--- src/rtl/sar_adc_sequencer.sv ---
// Sequences a shared SAR ADC across the enabled mux channels of one frame,
// storing each result in its own slot and flagging frame completion on DATA_RDY.
module sar_adc_sequencer #(
  parameter int ADCBITDEPTH = 14,
  parameter int NUMCHANNELS = 16
) (
  input  logic                               CLK,
  input  logic                               NRST,
  input  logic                               start_conv,
  input  logic [NUMCHANNELS-1:0]             chan_en,
  input  logic [7:0]                         sample_cycles,
  input  logic                               comp_out,
  output logic [$clog2(NUMCHANNELS)-1:0]     mux_sel,
  output logic                               sample_en,
  output logic [ADCBITDEPTH-1:0]             dac_code,
  output logic [NUMCHANNELS*ADCBITDEPTH-1:0] adc_data,
  output logic                               DATA_RDY,
  output logic                               busy
);

  localparam int SW = $clog2(NUMCHANNELS);
  localparam int KW = $clog2(ADCBITDEPTH);
  localparam logic [ADCBITDEPTH-1:0] ADC_ONE = {{(ADCBITDEPTH-1){1'b0}}, 1'b1};
  localparam logic [ADCBITDEPTH-1:0] ADC_MSB = {1'b1, {(ADCBITDEPTH-1){1'b0}}};

  typedef enum logic [2:0] {IDLE, SAMPLE, CONVERT, STORE, DONE} state_t;

  state_t                   state;
  logic                     sync1, sync2, sync3, start_pulse;
  logic [NUMCHANNELS-1:0]   en_q, en_left;
  logic [7:0]               s_q, cnt, s_eff, start_eff;
  logic [ADCBITDEPTH-1:0]   res, res_next;
  logic [KW-1:0]            k;
  logic [SW-1:0]            next_sel;

  function automatic logic [SW-1:0] lowest_set(input logic [NUMCHANNELS-1:0] m);
    lowest_set = '0;
    for (int i = NUMCHANNELS - 1; i >= 0; i--) begin
      if (m[i]) lowest_set = SW'(i);
    end
  endfunction

  always_comb begin
    res_next    = res;
    res_next[k] = comp_out;
    en_left     = en_q;
    en_left[mux_sel] = 1'b0;
    next_sel    = lowest_set(en_left);
    s_eff       = (s_q == 8'd0) ? 8'd1 : s_q;
    start_eff   = (sample_cycles == 8'd0) ? 8'd1 : sample_cycles;
  end

  assign busy = (state == SAMPLE) || (state == CONVERT) || (state == STORE);

  always_ff @(posedge CLK) begin
    if (!NRST) begin
      state       <= IDLE;
      sync1       <= 1'b0;
      sync2       <= 1'b0;
      sync3       <= 1'b0;
      start_pulse <= 1'b0;
      en_q        <= '0;
      s_q         <= '0;
      cnt         <= '0;
      res         <= '0;
      k           <= '0;
      mux_sel     <= '0;
      sample_en   <= 1'b0;
      dac_code    <= '0;
      adc_data    <= '0;
      DATA_RDY    <= 1'b0;
    end else begin
      sync1       <= start_conv;
      sync2       <= sync1;
      sync3       <= sync2;
      // Registered edge detect puts the SAMPLE entry three edges after capture.
      start_pulse <= sync2 & ~sync3;
      case (state)
        IDLE, DONE: begin
          if (start_pulse) begin
            en_q <= chan_en;
            s_q  <= sample_cycles;
            if (chan_en == '0) begin
              DATA_RDY <= 1'b1;
              state    <= DONE;
            end else begin
              DATA_RDY  <= 1'b0;
              mux_sel   <= lowest_set(chan_en);
              cnt       <= start_eff;
              sample_en <= 1'b1;
              state     <= SAMPLE;
            end
          end
        end
        SAMPLE: begin
          if (cnt <= 8'd1) begin
            sample_en <= 1'b0;
            res       <= '0;
            k         <= KW'(ADCBITDEPTH - 1);
            dac_code  <= ADC_MSB;
            state     <= CONVERT;
          end else begin
            cnt <= cnt - 8'd1;
          end
        end
        CONVERT: begin
          res <= res_next;
          if (k == '0) begin
            dac_code <= '0;
            state    <= STORE;
          end else begin
            k        <= k - 1'b1;
            dac_code <= res_next | (ADC_ONE << (k - 1'b1));
          end
        end
        STORE: begin
          adc_data[int'(mux_sel)*ADCBITDEPTH +: ADCBITDEPTH] <= res;
          en_q <= en_left;
          if (en_left != '0) begin
            mux_sel   <= next_sel;
            cnt       <= s_eff;
            sample_en <= 1'b1;
            state     <= SAMPLE;
          end else begin
            DATA_RDY <= 1'b1;
            state    <= DONE;
          end
        end
        default: state <= IDLE;
      endcase
    end
  end

endmodule

--- config.mk ---
export PLATFORM = sky130hd
export DESIGN_NAME = sar_adc_sequencer
export DESIGN_NICKNAME = d
export VERILOG_FILES = /design/src/rtl/sar_adc_sequencer.sv
export SDC_FILE = /design/constraint.sdc
export NUM_CORES = 1
export LEC_CHECK = 0
export CELL_PAD_IN_SITES_DETAIL_PLACEMENT = 1
export CELL_PAD_IN_SITES_GLOBAL_PLACEMENT = 2
export CORE_MARGIN = 2
export CORE_UTILIZATION = 34
export CTS_BUF_LIST = sky130_fd_sc_hd__clkbuf_4 sky130_fd_sc_hd__clkbuf_8 sky130_fd_sc_hd__clkbuf_16
export DETAILED_ROUTE_END_ITERATION = 10
export HOLD_SLACK_MARGIN = 0.1
export PLACE_DENSITY = 0.91
export SETUP_SLACK_MARGIN = 0.4
export SLEW_MARGIN = 20
export SYNTH_ARGS = -nofsm -noshare
export SYNTH_HDL_FRONTEND = slang
export SYNTH_SLANG_ARGS = --single-unit
--- constraint.sdc ---
create_clock -name CLK -period 11.5 [get_ports CLK]
set_clock_uncertainty 0.15 [all_clocks]
set_input_delay 1.725 -clock CLK [delete_from_list [all_inputs] [get_ports CLK]]
set_output_delay 1.725 -clock CLK [all_outputs]
set_load 0.02 [all_outputs]
==> results of run 1 <==
[layout by cell type (no fill, tap or decap), types with 36 or more instances in the layout]
cell type        count
nor3_1              62
a21oi_1            143
nand3_1             63
o21ai_0             80
clkbuf_16           36
a211oi_1            42
nand2_1            263
nor2_1             268
dfxtp_1            301
clkdlybuf4s50_1    271
mux2i_1            151
[power by group through the flow]
stage,sequential (uW),combinational [uW],clock [uW]
5_1_grt,1110,1340,1270
6_report,1110,1260,1200
3_3_place_gp,1130,1190,0
2_1_floorplan,1110,853,0
3_5_place_dp,1130,1210,0
4_1_cts,1110,1220,1220
[metrics by stage]
stage | total power [uW] | instance area (sq um) | util, % | cells
floorplan | 1967 | 15280 | - | 1880
global placement | 2318 | 18430 | 41.59 | 2637
detailed placement | 2340 | 18450 | 41.62 | 2637
CTS | 3548 | 19690 | 44.43 | 2700
global route | 3721 | 19710 | 44.47 | 2702
finish | 3564 | 19710 | 44.47 | 2702
[registers in the layout, indices dropped and copies added (netlist names)]
| signal | count |
|---|---|
| k | 4 |
| res | 14 |
| mux_sel | 4 |
| sync1 | 1 |
| sync2 | 1 |
| start_pulse | 1 |
| s_q | 8 |
| state | 3 |
| DATA_RDY | 1 |
| sample_en | 1 |
| cnt | 8 |
| sync3 | 1 |
| en_q | 16 |
| adc_data | 224 |
| dac_code | 14 |
[routing by layer]
metal	share of wire, %	vias to the layer above	global-route usage, %	routed length [um]
met1	44	7567	33.23	26900
li1	-	7135	-	-
met2	46	495	41.19	27690
met4	2.9	0	8.425	1783
met3	7.2	114	6.624	4399
met5	0	-	0	0
[kinds of logic after synthesis]
family	count (synthesis)	synth area share (%)
and+or+nand+nor	782	23.23
AOI/OAI and AO/OA	443	18.80
DFF	301	39.43
muxes	161	11.14
buffers and inverters	155	4.167
adders and majority gates	25	2.243
xor gates and xnor gates	13	0.9907
[final cells by class]
| class | instances | area [sq um] |
|---|---|---|
| clock inverters | 14 | 195.2 |
| well taps | 592 | 740.7 |
| inverters | 23 | 88.84 |
| flip-flops and latches | 301 | 6026 |
| multi-input cells | 1424 | 8687 |
| repair buffers | 299 | 2924 |
| clock buffers | 49 | 1049 |
| fillers | 5217 | 24610 |
[critical path, stage by stage (launching register included)]
cell and delay (ns):
dfxtp_1 0.53, fa_1 0.50, ha_1 0.23, fa_1 0.69
nor3b_2 0.52, nand2_1 0.17, nor2_1 0.13, ha_1 0.70
inv_1 0.41, nor2_1 0.31, nand2_2 0.37, nor3_1 0.56
o21ai_0 0.18, a21oi_1 0.18
[path summary, 6_finish.rpt]
kind,start,endpoint,slack (ns),cells after the start
setup / recovery,mux_sel[2]$_SDFFE_PN0P_,adc_data[46]$_SDFFE_PN0P_,5.78,13
hold / removal,sync3$_SDFF_PN0_,start_pulse$_SDFF_PN0_,0.24,1
setup reg to reg,mux_sel[2]$_SDFFE_PN0P_,adc_data[46]$_SDFFE_PN0P_,5.78,13
hold reg to reg,sync3$_SDFF_PN0_,start_pulse$_SDFF_PN0_,0.24,1
==> qor.yml, run 1 <==
cts-resized-gates: 0
wl_per_cell_um: 22.49
fin_crit_ns: 5.718
leakagePower_uw: 0.006851
ys_ff_latch: 301
worstHoldPathType: "register to register"
ys_seq_area_share_pct: 39.43
peakVddDrop_uv: 128.0
synth_ff_type: "dfxtp_1"
drt-total-wl_um: 60770
syn_inst: 1880
p_seq_share_pct: 31.1
ant_nets: 0
syn_area_sq_mm: 0.01528
overflow: 0
portBuffers: 272
intPower_uw: 2089
synth_top_area_share_pct: 39.43
clkTransAtPathRegs_ns: 0.06
p_per_area_mw_per_mm2: 180.8
drtIter0Drc: 971
p_clk_share_pct: 33.7
postSynthAreaPerCell_sq_um: 8.129
drive_gt1_share_pct: 7.536
combPwrFrac_pct: 35.2
synth.top_cells.by_count: "301 x dfxtp_1, 269 x nor2_1, 263 x nand2_1"
whs_ns: 0.2379
clkSinkCount: 301
antenna_found_initial: 0
area_growth_pct: 28.98
ctsHoldBuffers: 0
status: "finished, final reports clean"
tns_ns: 0
grt_pass1_wl_um: 93610
tightest_slew_ns: 1.170
place_ws_ns: 5.868
synth_top_area_cell: "dfxtp_1"
nets: 2137
cts_tree: "yes"
cts_setup_buffers: 0
arrival_ns: 6.05
htreeDepth: 2
end_kind: "register"
path_class: "register to register"
grt_pass1_vias: 15800
synth_nets: 1933
fin_ws_ns: 5.782
rsz0062_at_grt: "false"
rows: 77
dieHeight_um: 216.0
cts_buffers: 35
gp_congestion: 0.9225
die-area_sq_mm: 0.04666
p_sw_share_pct: 41.38
setup_violations: 0
initial_utilization_pct: 34.48
synth.most_common_cell: "dfxtp_1"
clockBufferDepth: 3
ios: 273
power_switching_uw: 1475
ys_warn_count: 0
coreArea_sq_mm: 0.04432
drc_errors: 0
synthArstFlopShare_pct: 0
required_ns: 11.83
clock.fmax_mhz: 174.9
antennaDiodeCount: 0
fin_crit_sh_pct: 49.73
synth_area_leaders: "dfxtp_1 39%, mux2i_1 9.9%, nor2_1 6.6%, nand2_1 6.5%, a21oi_1 4.7%"
vias_per_cell: 5.667
dp_hpwl_um: 44300
start_kind: "register"
dieWidth_um: 216.0
synth_edf_count: 0
relSlewSlack_pct: 21.51
synth.distinct_cells: 85
worstPathMaxFanout: 25
cts_root_buf: "clkbuf_16"
grt_max_degree: 106
grt_usage_pct: 25.54
final_hold_viol_count: 0
maxCapViolations: 0
clk_latency_ns: 0.55
drtPass1Iterations: 5
num_vias: 15310
drv_slew: 0
Power figures use the tool's default switching activity.
==> inputs of run 2 (changes only) <==
CORE_UTILIZATION = 31   (was 34)
PLACE_DENSITY = 0.84   (was 0.91)
clock period = 5.3 ns   (was 11.5 ns; I/O delays follow)
==> qor.yml, run 2 (synthesized netlist as in run 1, its figures left out) <==
path_class: "register to register"
initial_utilization_pct: 31.28  # -3.2 points
clk_latency_ns: 0.55  # about the same
wl_per_cell_um: 22.16  # -1.4%
clock.fmax_mhz: 209.6  # +20%
ios: 273  # unchanged
ctsHoldBuffers: 0  # unchanged
drive_gt1_share_pct: 9.214  # +1.7 points
reg_top3: "adc_data (224), en_q (16)"
relSlewSlack_pct: 26.51  # +5.0 points
leakagePower_uw: 0.007036  # +2.7%
die-area_sq_mm: 0.05109  # +9.5%
worstPathMaxFanout: 16  # -36%
dieHeight_um: 226.0  # +4.6%
start_kind: "register"
place_ws_ns: 0.4215  # -5.447 ns
cts_root_buf: "clkbuf_16"
clkSinkCount: 301  # unchanged
timing.rr.end: "adc_data[103]$_SDFFE_PN0P_"
clkTransAtPathRegs_ns: 0.06  # about the same
crit_start: "mux_sel[1]$_SDFFE_PN0P_"
worstHoldPathType: "register to register"
antenna_found_initial: 1  # +1
largest_reg_flops: 224  # unchanged
clockBufferDepth: 3  # unchanged
area_growth_pct: 31.61
vias_per_cell: 5.474  # -3.4%
drt-total-wl_um: 62110  # +2.2%
final_common_cell: "dfxtp_1"
drc_errors: 0  # unchanged
antennaDiodeCount: 0  # unchanged
cp_slowest_stage_delay_ns: 0.62  # -0.08 ns
drtPass1Iterations: 7  # +2
crit_family: "simple AND/OR/NAND/NOR gates"
grt_max_degree: 125  # +18%
gp_congestion: 0.9281  # +0.61%
fin_crit_ns: 4.771  # -0.9475 ns
portBuffers: 272  # unchanged
status: "finished, final reports clean"
setup_violations: 0  # unchanged
grt_pass1_wl_um: 94740  # +1.2%
drtIter0Drc: 1207  # +24%
fin_crit_sh_pct: 90.02  # +40 points
reg2regPathDepth: 11  # -2
crit_chain: "fa_1, ha_1, fa_1, buf_4, or4_1, o21ai_0, nand3_1, and3_1, and3_1, mux2i_1, nor2_1"
dp_hpwl_um: 45770  # +3.3%
top_register: "adc_data"
tns_ns: 0  # unchanged
arrival_ns: 5.03  # -1.02 ns
fin_ws_ns: 0.5291  # -5.253 ns
drv_slew: 0  # unchanged
path_depth: 11  # -2
end_kind: "register"
r2r_start: "mux_sel[1]$_SDFFE_PN0P_"
nets: 2167  # +1.4%
rows: 81  # +5.2%
dpl_cell_area_sq_mm: 0.01878  # +1.8%
critPathSlowestCell: "or4_1"
overflow: 0  # unchanged
final_cell_mix: "300 x dfxtp_1, 271 x clkdlybuf4s50_1, 268 x nor2_1"
design_area_sq_mm: 0.02011  # +2.0%
htreeDepth: 2  # unchanged
dieWidth_um: 226.0  # +4.6%
cts_tree: "yes"
cp-endpoint: "adc_data[103]$_SDFFE_PN0P_"
ant_nets: 0  # unchanged
grt_usage_pct: 23.88  # -1.7 points
p_per_area_mw_per_mm2: 397.1  # +120%
coreArea_sq_mm: 0.04885  # +10%
r2r_slack_ns: 0.53  # -5.25 ns
required_ns: 5.56  # -6.27 ns
rsz0062_at_grt: "false"
final_hold_viol_count: 0  # unchanged
maxCapViolations: 0  # unchanged
num_vias: 15340  # +0.17%
cts_buffers: 36  # +2.9%
tightest_slew_ns: 1.102  # -0.06717 ns
peakVddDrop_uv: 211.4  # +65%
grt_pass1_vias: 15720  # -0.54%
path_buf_inv: 1  # unchanged
[run 2: per-stage QoR]
step,utilization (%),total power [uW],instances,hold WS [ns]
after global routing,41.17,8316,2802,0.2522
final,41.17,7987,2802,0.2335
after detailed placement,38.44,5289,2740,0.2281
after floorplan,-,4268,1880,0.2174
after global placement,38.43,5246,2740,0.2302
after CTS,40.99,7900,2802,0.2398
[run 2: worst min-delay path by stage]
stage / from / endpoint / slack (ns) / depth (start not counted)
final: sync3$_SDFF_PN0_ / start_pulse$_SDFF_PN0_ / 0.23 / 1
after global routing: sync3$_SDFF_PN0_ / start_pulse$_SDFF_PN0_ / 0.25 / 1
after CTS: sync3$_SDFF_PN0_ / start_pulse$_SDFF_PN0_ / 0.24 / 1
after detailed placement: sync3$_SDFF_PN0_ / start_pulse$_SDFF_PN0_ / 0.23 / 1
after global placement: sync3$_SDFF_PN0_ / start_pulse$_SDFF_PN0_ / 0.23 / 1
after floorplan: sync3$_SDFF_PN0_ / start_pulse$_SDFF_PN0_ / 0.22 / 1
[run 2: final cells by class]
cell class	instances	area, sq um
clock inverter	7	125.1
fill	5781	28740
timing repair buffer	328	3157
multi-input combinational	1424	8766
sequential	301	6027
inverter	23	88.84
tap	664	830.8
clock buffer	55	1119
[run 2: report_power, final]
| group | internal [uW] | switching [uW] | leakage (uW) |
|---|---|---|---|
| Combinational | 754 | 2230 | 0.00399 |
| Sequential | 2320 | 87.3 | 0.00243 |
| Clock | 1600 | 996 | 0.000624 |
| Total | 4670 | 3320 | 0.00704 |
[run 2: repair_timing]
action | in CTS | in global routing
gates resized for setup | 0 | 18
endpoints found under the setup margin | 0 | 135
setup buffers | 0 | 0
[run 2: layer usage]
metal | wire length, um | vias to the layer above | share of wire (%) | global-route usage (%)
li1 | - | 7158 | - | -
met1 | 27580 | 7565 | 44 | 31.71
met2 | 28820 | 514 | 46 | 39.42
met3 | 4196 | 100 | 6.8 | 4.476
met4 | 1514 | 0 | 2.4 | 6.834
met5 | 0 | - | 0 | 0
==> variant 1 (config.mk and constraints of run 2) <==
Re-encode `state_t` (5 states) as one-hot, 5 bits wide.
--- a/src/rtl/sar_adc_sequencer.sv
+++ b/src/rtl/sar_adc_sequencer.sv
@@ -24,5 +24,5 @@
   localparam logic [ADCBITDEPTH-1:0] ADC_MSB = {1'b1, {(ADCBITDEPTH-1){1'b0}}};
 
-  typedef enum logic [2:0] {IDLE, SAMPLE, CONVERT, STORE, DONE} state_t;
+  typedef enum logic [4:0] {IDLE = 5'b00001, SAMPLE = 5'b00010, CONVERT = 5'b00100, STORE = 5'b01000, DONE = 5'b10000} state_t;
 
   state_t                   state;
Function: no difference found for any inputs over 4 cycles, from zero or initial values and one cycle with NRST low; so few cycles prove little.
==> variant 1 against run 2 <==
Design area increased by 0.50%; total power decreased by 18%; routed wire length increased by 6.3%; count of clock-buffer cells in the layout decreased by 1; combinational power decreased by 44%; worst setup slack improved by 0.023 ns; area after synthesis increased by 1.4%; cell count increased by 2.9%; maximum frequency increased by 0.48%; sequential cell count increased by 2; critical path type unchanged; largest cell class unchanged.
==> variant 1: results (changes against run 2) <==
outcome=complete, no violations; slowest stage delay, CP=0.58 ns (-0.04 ns); nets=2,244 (+3.6%); Post-Synth XOR/XNOR Area=1.12% (+0.13 points); Worst VDD drop=0.205 mV (-3.1%); ratio of cells with drive above 1 in the final layout=8.12% (-1.1 points); Setup WS pre-CTS=0.169 ns (-0.252 ns); first-pass GRT wire length=98.9 mm (+4.3%); crit path launch=mux_sel[0]$_SDFFE_PN0P_; Post-synth EDFFs=0 (unchanged); Post-Syn Nets=2,023 (+4.7%); antenna violations before repair=3 (+2); mux cell area share after synthesis=7.13% (-4.0 points); vias per inst=5.62 (+2.7%); Total GRT Usage=24.8% (+0.93 points); first drt pass iteration count=5 (-2); R2R Path Start=mux_sel[0]$_SDFFE_PN0P_; Leak Pwr=7.01 nW (-0.36%); count of cell types in the netlist=88 (+3.5%); H-tree depth=2 (unchanged); routed len/inst=22.9 um (+3.3%); final-layout fill cell count=5,852 (+1.2%); post-synthesis compound-gate area fraction=20.6% (+1.8 points); fraction of registers with async set/reset=0% (unchanged); clock slew at reported path FFs=0.06 ns (about the same); largest net degree at the start of global routing=113 (-9.6%); vias in the first global route=16.2k (+3.2%); initial drt markers=1,292 (+7.0%); CP max FO=7 (-9); hpwl dp=48.7 mm (+6.4%); most frequent cells after synthesis=dfxtp_1, nand2_1, nor2_1; Rel. slew slack=27.6% (+1.1 points); Synth area leaders=dfxtp_1, nand2_1, a21oi_1; sequential area share after synthesis=39.1% (-0.30 points); Crit-path slowest cell=fa_1; Synth Area in Adders=2.21% (-0.032 points); GPL Wtd Cong=0.961 (+3.5%)
variant 1: per-stage QoR:
| stage | hold slack [ns] | total power [W] | cells | cell area (um2) |
|---|---|---|---|---|
| finish | 0.237 | 0.00655 | 2882 | 20200 |
| global route | 0.249 | 0.00677 | 2881 | 20200 |
| global placement | 0.228 | 0.00393 | 2813 | 18900 |
| detailed placement | 0.236 | 0.00394 | 2813 | 18900 |
| floorplan | 0.217 | 0.00337 | 1970 | 15500 |
| CTS | 0.241 | 0.00652 | 2878 | 20100 |
variant 1: cells by family (layout without fill, tap and decap cells):
logic type	Yosys count	after routing
simple gates	862	862
xor+xnor	16	16
buf+inv	154	401
other cells	0	1
flops	303	303
fa+ha+maj	25	25
mux	100	100
compound gates	510	510
variant 1: worst max-delay path, delay by kind of cell (launching register included):
| kind | cells | cell delay [ns] |
|---|---|---|
| AO/OA/AOI/OAI | 1 | 0.56 |
| flip-flops | 1 | 0.35 |
| adder cells (fa/ha/maj) | 4 | 1.60 |
| AND/OR/NAND/NOR | 6 | 0.98 |
| multiplexers | 1 | 0.22 |
| buffers and inverters | 5 | 0.73 |
variant 1: metal layers:
layer,vias to the layer above,share of wire [%],routed length [um],GRT usage [%]
met4,2,3.2,2100,7.78
met1,7989,45,29500,33.4
met5,-,0.017,11,0
met3,136,7.0,4610,4.69
li1,7507,-,-,-
met2,563,45,29800,40.1
variant 1: repair_timing:
item	in CTS	in global routing
gates cloned	0	0
resized for setup	7	17
setup endpoints to repair	109	170
buffers inserted	1	3
pin swaps	1	2
hold buffers	0	0
variant 1: path summary, 6_finish.rpt:
kind              cells past startpoint                         end  slack [ns]
setup / recovery                     17  adc_data[121]$_SDFFE_PN0P_        0.55
hold / removal                        1      start_pulse$_SDFF_PN0_        0.24
setup reg to reg                     17  adc_data[121]$_SDFFE_PN0P_        0.55
hold reg to reg                       1      start_pulse$_SDFF_PN0_        0.24
variant 1: area by class of cell:
class / instances / area (um2) / share of cell area, %
Multi-Input combinational cell: 1513 / 8910 / 44.1
Sequential cell: 303 / 6070 / 30.0
Timing Repair Buffer: 318 / 3100 / 15.3
Clock buffer: 54 / 1110 / 5.48
Tap cell: 664 / 831 / 4.11
Clock inverter: 10 / 115 / 0.569
Inverter: 19 / 76.3 / 0.378
Antenna cell: 1 / 2.50 / 0.0124
variant 1: power breakdown:
| group | internal, W | leakage [nW] | switching [W] | total (W) |
|---|---|---|---|---|
| clock network | 0.00155 | 0.621 | 0.00101 | 0.00256 |
| logic | 0.000418 | 3.95 | 0.00125 | 0.00167 |
| registers | 0.00230 | 2.44 | 0.0000232 | 0.00232 |
==> variant 2 (config.mk and constraints of run 2) <==
Without the edit above. The parameter `ADCBITDEPTH` goes from 14 to 13.
--- a/src/rtl/sar_adc_sequencer.sv
+++ b/src/rtl/sar_adc_sequencer.sv
@@ -2,5 +2,5 @@
 // storing each result in its own slot and flagging frame completion on DATA_RDY.
 module sar_adc_sequencer #(
-  parameter int ADCBITDEPTH = 14,
+  parameter int ADCBITDEPTH = 13,
   parameter int NUMCHANNELS = 16
 ) (
Interface: changed (resized adc_data and dac_code); port bits go from 273 to 256. The function was not compared with the original's and may differ.
==> variant 2 against run 2 <==
Routed wire length fell by 27%; count of clock-buffer cells in the layout fell by 6; design area fell by 20%; maximum frequency rose by 32%; area after synthesis fell by 21%; critical endpoint is now adc_data[18]$_SDFFE_PN0P_; sequential cell count fell by 18; worst setup slack improved by 1.1 ns; non-clock buffer count fell by 66; die area fell by 21%; largest cell class unchanged; synthesized cell count fell by 19%; highest routed layer unchanged.
Power is not compared: it rests on default switching activity, and its combinational part moved more than twofold at a synthesized area within 25%.
==> variant 2: results (changes against run 2) <==
Longest Clk Path Bufs=3 (unchanged); WL final=45.1 mm (-27%); average size of a mapped cell=7.84 um2 (-3.6%); ratio of cells with drive above 1 in the final layout=5.80% (-3.4 points); area of placed instances=14,800 um2 (-21%); Clk pwr share=43.8%; crit path to=adc_data[18]$_SDFFE_PN0P_; GPL Wtd Cong=0.825 (-11%); Crit path arrival time=3.88 ns (-1.15 ns); CP max FO=26 (+10); slowest stage delay, CP=1.00 ns (+0.38 ns); WL met1=19.5 mm (-29%); top layer in use=met4; met1 usage=26.9% (-4.8 points); CTS sink cnt=283 (-6.0%); Pint=0.00400 W; placed insts=2,198 (-20%); WL met2=20.9 mm (-27%); met3 WL post-DR=3.08 mm (-27%); outcome=complete, no violations; vias=11.3k (-26%); met3 usage=6.75% (+2.3 points); worst hold path class=flop to flop; vias in the first global route=11.7k (-25%); Rel. slew slack=28.7% (+2.2 points); sequential area share after synthesis=47.2% (+7.8 points); clock slew at reported path FFs=0.06 ns (about the same); Post-Syn Nets=1,577 (-18%); Synth area leaders=dfxtp_1, nor2_1, a21oi_1; H-tree depth=2 (unchanged); first-pass GRT wire length=69.9 mm (-26%); crit path launch=mux_sel[2]$_SDFFE_PN0P_; nets=1,762 (-19%); first drt pass iteration count=4 (-3); GRT met2 Usage=36.9% (-2.6 points); count of cell types in the netlist=70 (-18%); CTS buffer count=35 (-2.8%); most frequent cells after synthesis=nor2_1, dfxtp_1, a21oi_1; hold_ws=0.238 ns (+0.00471 ns); routed len/inst=20.0 um (-9.8%); biggest regs=adc_data: 208 flops, en_q: 16 flops; Crit-path slowest cell=nand3_1; Total GRT Usage=22.2% (-1.7 points); Min-Delay Startpoint=sync3$_SDFF_PN0_; Post CTS Setup Buffer Count=0 (unchanged); Port Buf Inserts=255 (-6.3%); clk_lat worst skew=0.54 ns; hpwl dp=31.3 mm (-32%); initial drt markers=562 (-53%); R2R depth=5 (-6); Worst Hold Endpoint=start_pulse$_SDFF_PN0_; Setup WS pre-CTS=1.62 ns (+1.20 ns); antenna violations before repair=0 (-1); final setup margin=1.67 ns (+1.14 ns); largest net degree at the start of global routing=124 (-0.80%)
==> variant 2: area by class of cell <==
class                      instances  area, um2
fill                            4581      22500
multi-input combinational       1112       5810
sequential                       283       5670
timing repair buffer             262       2600
clock buffer                      49       1030
tap                              518        648
clock inverter                    11        173
inverter                          23       91.3
==> variant 2: cells by family (layout without fill, tap and decap cells) <==
group / count (synthesis) / in the layout / share of synthesized area, %
and+or+nand+nor: 680 / 680 / 24.7
AOI/OAI and AO/OA: 362 / 362 / 17.4
DFF: 283 / 283 / 47.2
buffers and inverters: 137 / 345 / 4.63
muxes: 43 / 43 / 3.58
adders and majority gates: 17 / 17 / 1.77
xor gates and xnor gates: 10 / 10 / 0.729
==> variant 2: worst reg2reg max path, cell delays in order, from the launching register on <==
cell and delay [ns]:
dfxtp_1 0.90, nor3_2 0.16, xnor2_1 0.81, nand3_1 1.00
a21oi_1 0.43, nor2_1 0.07
